[src/rtl/mul_dot_accumulator_pkg.sv]
// ============================================================================
// Module   : mul_dot_accumulator_pkg
// Brief    : Shared widths and state encodings for the MAC dot-product stage.
// Revision : 1.0 - initial release
// ============================================================================
`default_nettype none

package mul_dot_accumulator_pkg;

    localparam int MAC_PROD_W = 32;
    localparam int MAC_ACC_W  = 40;
    localparam int MAC_OUT_W  = 32;
    localparam int MAC_CNT_W  = 8;

    localparam int              ST_W    = 1;
    localparam logic [ST_W-1:0] ST_ACC  = 1'b0;
    localparam logic [ST_W-1:0] ST_HOLD = 1'b1;

endpackage

`default_nettype wire

[src/rtl/mac_sat_clamp.sv]
// ============================================================================
// Module   : mac_sat_clamp
// Brief    : Clamps a signed ACC_W value into signed OUT_W range, flags clamping.
//            Compiled only when MAC_SAT_EN is defined.
// Revision : 1.0 - initial release
// ============================================================================
`default_nettype none

`ifdef MAC_SAT_EN
module mac_sat_clamp #(
    parameter int ACC_W = 40,
    parameter int OUT_W = 32
) (
    input  logic [ACC_W-1:0] acc,
    output logic [OUT_W-1:0] data,
    output logic             sat
);

    localparam logic signed [ACC_W-1:0] C_MAX = (ACC_W'(1) << (OUT_W - 1)) - ACC_W'(1);
    localparam logic signed [ACC_W-1:0] C_MIN = ~C_MAX;

    logic w_hi;
    logic w_lo;

    assign w_hi = $signed(acc) > C_MAX;
    assign w_lo = $signed(acc) < C_MIN;

    always_comb begin
        data = acc[OUT_W-1:0];
        sat  = 1'b0;
        if (w_hi) begin
            data = {1'b0, {(OUT_W-1){1'b1}}};
            sat  = 1'b1;
        end else if (w_lo) begin
            data = {1'b1, {(OUT_W-1){1'b0}}};
            sat  = 1'b1;
        end
    end

endmodule
`endif

`default_nettype wire

[src/rtl/mul_dot_accumulator.sv]
// ============================================================================
// Module   : mul_dot_accumulator
// Brief    : Sums groups of signed products (last-delimited) and emits one
//            result per group over valid/ready. Optional MAC_SAT_EN clamps
//            the result to OUT_W instead of wrapping.
// Revision : 1.0 - initial release
// ============================================================================
`default_nettype none

module mul_dot_accumulator
    import mul_dot_accumulator_pkg::*;
#(
    parameter int PROD_W = MAC_PROD_W,
    parameter int ACC_W  = MAC_ACC_W,
    parameter int OUT_W  = MAC_OUT_W,
    parameter int CNT_W  = MAC_CNT_W
) (
    input  logic              clk,
    input  logic              rst,
    input  logic              clr,
    input  logic              in_valid,
    output logic              in_ready,
    input  logic [PROD_W-1:0] in_prod,
    input  logic              in_last,
    output logic              out_valid,
    input  logic              out_ready,
    output logic [OUT_W-1:0]  out_data,
    output logic [CNT_W-1:0]  out_count,
    output logic              out_ovf,
    output logic              out_sat
);

    localparam logic [CNT_W-1:0] C_CNT_MAX = '1;

    logic [ST_W-1:0]  r_state;
    logic [ST_W-1:0]  w_state_next;

    logic [ACC_W-1:0] r_acc;
    logic [CNT_W-1:0] r_cnt;
    logic             r_ovf;
    logic [OUT_W-1:0] r_out_data;
    logic [CNT_W-1:0] r_out_count;
    logic             r_out_ovf;

    logic             w_accept;
    logic             w_release;
    logic [ACC_W-1:0] w_base;
    logic [ACC_W-1:0] w_sext;
    logic [ACC_W-1:0] w_sum;
    logic             w_add_ovf;
    logic             w_cnt_sat;
    logic [CNT_W-1:0] w_cnt_next;
    logic             w_ovf_next;
    logic [OUT_W-1:0] w_fmt_data;

    generate
        if (ACC_W > PROD_W) begin : g_sext_pad
            assign w_sext = {{(ACC_W-PROD_W){in_prod[PROD_W-1]}}, in_prod};
        end else begin : g_sext_none
            assign w_sext = in_prod;
        end
    endgenerate

    assign w_accept  = in_valid & in_ready;
    assign w_release = (r_state == ST_HOLD) & out_ready;

    // A zero count marks the first beat of a group, which starts from zero.
    assign w_base     = (r_cnt == '0) ? '0 : r_acc;
    assign w_sum      = w_base + w_sext;
    assign w_add_ovf  = (w_base[ACC_W-1] == w_sext[ACC_W-1]) &
                        (w_sum[ACC_W-1]  != w_base[ACC_W-1]);
    assign w_cnt_sat  = (r_cnt == C_CNT_MAX);
    assign w_cnt_next = w_cnt_sat ? r_cnt : r_cnt + CNT_W'(1);
    assign w_ovf_next = ((r_cnt != '0) & r_ovf) | w_add_ovf | w_cnt_sat;

    always_ff @(posedge clk) begin
        if (rst) begin
            r_state <= ST_ACC;
        end else begin
            r_state <= w_state_next;
        end
    end

    always_comb begin
        w_state_next = r_state;
        if (clr) begin
            w_state_next = ST_ACC;
        end else if (w_accept && in_last) begin
            w_state_next = ST_HOLD;
        end else if (w_release) begin
            w_state_next = ST_ACC;
        end
    end

    always_comb begin
        in_ready  = ~clr & ((r_state == ST_ACC) | w_release);
        out_valid = (r_state == ST_HOLD);
    end

    always_ff @(posedge clk) begin
        if (rst) begin
            r_acc       <= '0;
            r_cnt       <= '0;
            r_ovf       <= 1'b0;
            r_out_data  <= '0;
            r_out_count <= '0;
            r_out_ovf   <= 1'b0;
        end else if (clr) begin
            r_acc <= '0;
            r_cnt <= '0;
            r_ovf <= 1'b0;
        end else if (w_accept) begin
            if (in_last) begin
                r_acc       <= '0;
                r_cnt       <= '0;
                r_ovf       <= 1'b0;
                r_out_data  <= w_fmt_data;
                r_out_count <= w_cnt_next;
                r_out_ovf   <= w_ovf_next;
            end else begin
                r_acc <= w_sum;
                r_cnt <= w_cnt_next;
                r_ovf <= w_ovf_next;
            end
        end
    end

    assign out_data  = r_out_data;
    assign out_count = r_out_count;
    assign out_ovf   = r_out_ovf;

`ifdef MAC_SAT_EN
    logic w_fmt_sat;
    logic r_out_sat;

    mac_sat_clamp #(
        .ACC_W (ACC_W),
        .OUT_W (OUT_W)
    ) u_clamp (
        .acc  (w_sum),
        .data (w_fmt_data),
        .sat  (w_fmt_sat)
    );

    always_ff @(posedge clk) begin
        if (rst) begin
            r_out_sat <= 1'b0;
        end else if (!clr && w_accept && in_last) begin
            r_out_sat <= w_fmt_sat;
        end
    end

    assign out_sat = r_out_sat;
`else
    assign w_fmt_data = w_sum[OUT_W-1:0];
    assign out_sat    = 1'b0;
`endif

endmodule

`default_nettype wire

[config.mk]
export PLATFORM = sky130hd
export DESIGN_NAME = mul_dot_accumulator
export DESIGN_NICKNAME = d
export VERILOG_FILES = /design/src/rtl/mul_dot_accumulator_pkg.sv /design/src/rtl/mac_sat_clamp.sv /design/src/rtl/mul_dot_accumulator.sv
export SDC_FILE = /design/constraint.sdc
export NUM_CORES = 1
export LEC_CHECK = 0
export CAP_MARGIN = 30
export CORE_UTILIZATION = 35
export CTS_CLUSTER_DIAMETER = 200
export DETAILED_ROUTE_END_ITERATION = 12
export GPL_TIMING_DRIVEN = 1
export PLACE_DENSITY = 0.63
export SYNTH_ARGS = -nofsm -noshare
export SYNTH_HDL_FRONTEND = slang
export SYNTH_HIERARCHICAL = 1
export SYNTH_SLANG_ARGS = --single-unit
[constraint.sdc]
create_clock -name clk -period 3.6 [get_ports clk]
set_input_delay 0.72 -clock clk [delete_from_list [all_inputs] [get_ports clk]]
set_output_delay 0.72 -clock clk [all_outputs]
set_load 0.01 [all_outputs]
==> out/metrics.yaml, run 1 <==
final_layout:
  nets: 956
  finalNonFillerCells: 1101
  area_growth_pct: 27.9
  final_common_cell: "nand2_1"
  stdcell_area_mm2: 0.00755
  final_cell_mix: "nand2_1 (93), dfxtp_1 (91), a21oi_1 (89)"
  drive_gt1_frac: 0.108
  n_antenna_cell: 0
route:
  first_pass_iters: 5
  drc: 0
  drt_iter0_markers: 405
  drt-total-wl_um: 16500
  wire_per_inst_um: 15.0
  vias_per_cell: 5.30
  vias: 5832
  ant_nets: 0
global_routing:
  grt_max_degree: 46
  grt_pass1_vias: 5576
  antenna_found_initial: 0
  gr-usage-all-layers: 0.195
  grt_overflow: 0
  grt_pass1_wl_um: 27300
timing:
  hold_viol: 0
  slew_headroom: 0.482
  clock_skew_ns: 0.0132
  max_freq_ghz: 0.296
  finalSetupViolations: 0
  fin_crit_sh: 0.938
  fin_ws_ns: 0.222
  whs_ns: 0.448
  worst_pin_slew_ns: 0.774
  finalCriticalPeriod_ns: 3.38
  drv_slew: 0
clock_network:
  cts.sinks: 91
  cts-root-buf: "clkbuf_16"
  clkLatencyLatePin_ns: 0.36
  cts_tree: "built"
  h-tree-depth: 3
  cts_made_buffers: 9
  cts_buffer_depth: 2
  clk_pin_slew_ns: 0.07
synth:
  synth.avg_cell_area_um2: 7.61
  synth_ff_type: "dfxtp_1"
  synth-seq-area-share: 0.309
  yosysUniqueCellTypes: 64
  synth-seq-cells: 91
  async_reset_ff_frac: 0
  synth_area_mm2: 0.00590
  yosysWarningCount: 6
  synth_edf_count: 0
  synth_cells: 776
  synth_nets: 856
worst_setup_path:
  cpLargestDelayFamily: "simple AND/OR/NAND/NOR gates"
  rr_worst_depth: 16
  cp_num_cells: 16
  path_cells: "inv_1, ha_1, nand4_1, buf_4, buf_6, and2_1, ha_1, and4_1, and2_1, a211oi_4, nor4b_4, o21ai_2, a21oi_1, or3_1, a31oi_1, nand3b_1"
  cp_num_buf_inv: 3
  crit_slowest_cell: "or3_1"
  start_kind: "flop"
  endpoint_kind: "flop"
  cp_max_fo: 15
  crit_start: "r_cnt[0]"
  crit_arrival_ns: 3.63
  criticalPathCategory: "reg -> reg"
  rr_startpoint: "r_cnt[0]"
  max_stage_delay_ns: 0.37
  worstPathRequired_ns: 3.85
place:
  dpl_cell_area_mm2: 0.00717
  place_congestion: 0.881
  dp_slack_ns: -0.136
  dp.final_hpwl_um: 11900
  port_buffers: 80
  dp.cells: 1082
die:
  dieHeight_um: 132
  dieArea_mm2: 0.0174
  rows: 47
  core_mm2: 0.0165
  ios: 82
  fp.dieW_um: 132
  start_util: 0.357
pwr:
  ir_drop_mv: 0.240
  power_uw: 2340
  p_per_area_mw_per_mm2: 310
  leakage_uw: 0.00303
worst_hold_path:
  min_path_type: "reg -> reg"
  whs_path_depth: 2
  min_from: "r_acc[32]"
status:
  status: "finished clean"
flow_run:
  drv_cap: 0
-- synth_stat cells, types with 6 or more instances --
library cell   n  area, um^2
a211oi_1      10        75.1
a21o_1        20         150
a21oi_1       91         455
a22oi_1       21         158
a31oi_1        7        43.8
and2_1        45         282
and3_1         8        50.1
clkbuf_1      36         135
dfxtp_1       91        1820
ha_1          41         513
inv_1         19        71.3
nand2_1       93         349
nand3_1       16        80.1
nand4_1        7        43.8
nor2_1        82         308
nor3_1        23         115
nor4_1         6        37.5
o21a_1         6        45.0
o21ai_0       25         125
o21ai_1       10        50.1
xnor2_1       20         175
xor2_1        15         131
-- area by class of cell --
| class | count | area (um^2) |
|---|---|---|
| repair buffers | 134 | 1210 |
| well taps | 220 | 275 |
| inverters | 19 | 71.3 |
| flip-flops and latches | 91 | 1820 |
| fillers | 1667 | 8980 |
| clock inverters | 6 | 71.3 |
| multi-input cells | 621 | 3870 |
| clock buffers | 10 | 229 |
-- power breakdown --
part | switching, uW | total [uW] | internal, uW
clock | 442 | 988 | 546
combinational | 173 | 313 | 140
sequential | 11.1 | 1040 | 1030
-- stage by stage --
stage                      TNS, ns  utilization
after detailed placement    -0.136        0.434
final                            0        0.457
after CTS                        0        0.452
after global placement    -0.00430        0.434
after global routing      -0.00459        0.457
after floorplan                  0            -
-- sequential cells by signal (all words and copies together), names as in the netlist --
name / count
r_cnt: 8
r_ovf: 1
out_data: 32
out_count: 8
r_acc: 40
out_valid: 1
out_ovf: 1
-- timing repair --
action                                  4_1_cts  5_1_grt
setup buffers                                 0        3
endpoints found under the setup margin        0       29
hold buffers                                  0        0
resized for setup                             0       15
-- tightest hold or removal path, cell delays in order, from the launching register on --
cell	delay, ns
dfxtp_1	0.31
nand2_1	0.05
o21ai_1	0.05
-- final timing paths --
path               endpoint  slack (ns)
hold / removal    r_acc[32]        0.45
hold reg to reg   r_acc[32]        0.45
setup / recovery  r_acc[39]        0.22
setup reg to reg  r_acc[39]        0.22
-- cell families after synthesis --
group,share of synthesized area
AOI/OAI and AO/OA,0.248
xor gates and xnor gates,0.0519
adders and majority gates,0.0903
buffers and inverters,0.0430
DFF,0.309
other,0.000635
and+or+nand+nor,0.257
-- routing by layer --
| metal | track usage | routed length (um) | up-vias |
|---|---|---|---|
| met5 | 0 | 0 | - |
| met4 | 0.0665 | 251 | 0 |
| met3 | 0.0269 | 598 | 16 |
| met2 | 0.315 | 7290 | 123 |
| met1 | 0.266 | 8400 | 2731 |
| li1 | - | - | 2962 |
(Power assumes the default switching activity.)
==> run 2, diff against run 1 <==
--- a/config.mk
+++ b/config.mk
@@ -7,6 +7,7 @@
 export LEC_CHECK = 0
 export CAP_MARGIN = 30
 export CORE_UTILIZATION = 35
+export CTS_BUF_LIST = sky130_fd_sc_hd__clkbuf_8 sky130_fd_sc_hd__clkbuf_16
 export CTS_CLUSTER_DIAMETER = 200
 export DETAILED_ROUTE_END_ITERATION = 12
 export GPL_TIMING_DRIVEN = 1
==> run 2 against run 1 <==
  * Non-clock buffer count unchanged
  * Flip-flop and latch count unchanged
  * Die area unchanged
  * Sequential share of layout area unchanged
  * First-iteration DRC count decreased by 1.5%
  * Setup slack got worse by 0.0098 ns
  * Worst hold slack about the same
  * Via count unchanged
  * Clock skew about the same
  * Wire length about the same
  * Global-route usage about the same
  * Combinational power about the same
  * Largest cell class unchanged
==> out/metrics.yaml, run 2 (synthesis results as in run 1) <==
die:
  dieHeight_um: 132
  start_util: 0.357
  ios: 82
  rows: 47
  core_mm2: 0.0165
  dieArea_mm2: 0.0174
  fp.dieW_um: 132
timing:
  whs_ns: 0.447
  max_freq_ghz: 0.295
  clock_skew_ns: 0.0134
  finalSetupViolations: 0
  hold_viol: 0
  drv_slew: 0
  finalCriticalPeriod_ns: 3.39
  slew_headroom: 0.481
  fin_ws_ns: 0.212
  worst_pin_slew_ns: 0.775
  fin_crit_sh: 0.941
place:
  dp_slack_ns: -0.136
  port_buffers: 80
  place_congestion: 0.881
  dp.final_hpwl_um: 11900
route:
  met1_length_um: 8340
  vias_per_cell: 5.30
  drc: 0
  met3_wirelength_um: 659
  wl_met2_um: 7290
  drt_iter0_markers: 399
  wire_per_inst_um: 15.0
  highest_layer: "met4"
  first_pass_iters: 5
  vias: 5832
  ant_nets: 0
  drt-total-wl_um: 16500
global_routing:
  gr-usage-all-layers: 0.195
  grt_overflow: 0
  grt_pass1_wl_um: 27300
  grt_max_degree: 46
  antenna_found_initial: 0
  grt_pass1_vias: 5581
pwr:
  power_frac_comb: 0.134
  pwr-share-clk: 0.421
  internal-power_uw: 1710
  leakage_uw: 0.00303
  p_per_area_mw_per_mm2: 309
  netSwitchingPower_uw: 624
  seq_power_share: 0.445
  swShare: 0.267
  ir_drop_mv: 0.240
final_layout:
  nets: 956
  largest_register: "r_acc"
  final_cell_mix: "nand2_1 (93), dfxtp_1 (91), a21oi_1 (89)"
  largest_register_ffs: 40
  n_antenna_cell: 0
  final_common_cell: "nand2_1"
  fin_util: 0.457
  area_growth_pct: 27.9
  drive_gt1_frac: 0.108
worst_setup_path:
  r2r_setup_slack_ns: 0.21
  start_kind: "flop"
  criticalPathCategory: "reg -> reg"
  crit_arrival_ns: 3.64
  endpoint_kind: "flop"
  cp_max_fo: 15
  worstPathRequired_ns: 3.85
clock_network:
  cts_buffer_depth: 2
  clkLatencyLatePin_ns: 0.36
  cts-root-buf: "clkbuf_16"
  cts_tree: "built"
  h-tree-depth: 3
  clk_pin_slew_ns: 0.07
  cts.sinks: 91
  cts_made_buffers: 9
flow_run:
  drv_cap: 0
status:
  status: "finished clean"
worst_hold_path:
  min_path_type: "reg -> reg"
## run 2: cell count changes in the layout (fill, tap and decap cells not counted)
| cell | before | now |
|---|---|---|
| clkbuf_1 | 1 | 0 |
| inv_1 | 19 | 20 |
## run 2: cell type report
cell class / count / area [um^2]
Inverter: 19 / 71.3
Timing Repair Buffer: 134 / 1210
Fill cell: 1667 / 8980
Clock buffer: 9 / 225
Multi-Input combinational cell: 621 / 3870
Clock inverter: 7 / 75.1
Tap cell: 220 / 275
Sequential cell: 91 / 1820
## run 2: per-layer routing
layer,vias up,GRT usage
met1,2720,0.266
li1,2961,-
met3,16,0.0269
met4,0,0.0665
met2,135,0.315
met5,-,0
## run 2: final timing paths
check            start         to  cells after the start
max reg2reg   r_cnt[0]  r_acc[39]                     16
min          r_acc[32]  r_acc[32]                      2
min reg2reg  r_acc[32]  r_acc[32]                      2
max           r_cnt[0]  r_acc[39]                     16
## run 2: stage by stage
stage | power, uW | cell area, um^2 | setup TNS, ns | instances
floorplan | 1230 | 5900 | 0 | 776
global placement | 1370 | 7170 | -0.00430 | 1082
detailed placement | 1370 | 7170 | -0.136 | 1082
CTS | 2360 | 7470 | 0 | 1098
global route | 2430 | 7550 | -0.00459 | 1101
finish | 2340 | 7550 | 0 | 1101
## run 2: power groups by stage
stage | registers (uW) | clock network, uW | logic, uW
floorplan | 1070 | 0 | 159
global placement | 1060 | 0 | 309
detailed placement | 1060 | 0 | 309
CTS | 1040 | 1010 | 311
global route | 1040 | 1050 | 342
finish | 1040 | 983 | 313
## run 2: what timing repair did
action	in CTS	in global routing
setup endpoints to repair	0	29
hold buffers	0	0
gates resized for setup	0	15
setup buffers	0	3
## run 2: critical path: stages, from the launching register on
cell and delay (ns):
dfxtp_1 0.31, inv_1 0.09, ha_1 0.15, nand4_1 0.08
buf_4 0.17, buf_6 0.15, and2_1 0.16, ha_1 0.33
and4_1 0.23, and2_1 0.18, a211oi_4 0.32, nor4b_4 0.10
o21ai_2 0.21, a21oi_1 0.15, or3_1 0.38, a31oi_1 0.19
nand3b_1 0.08
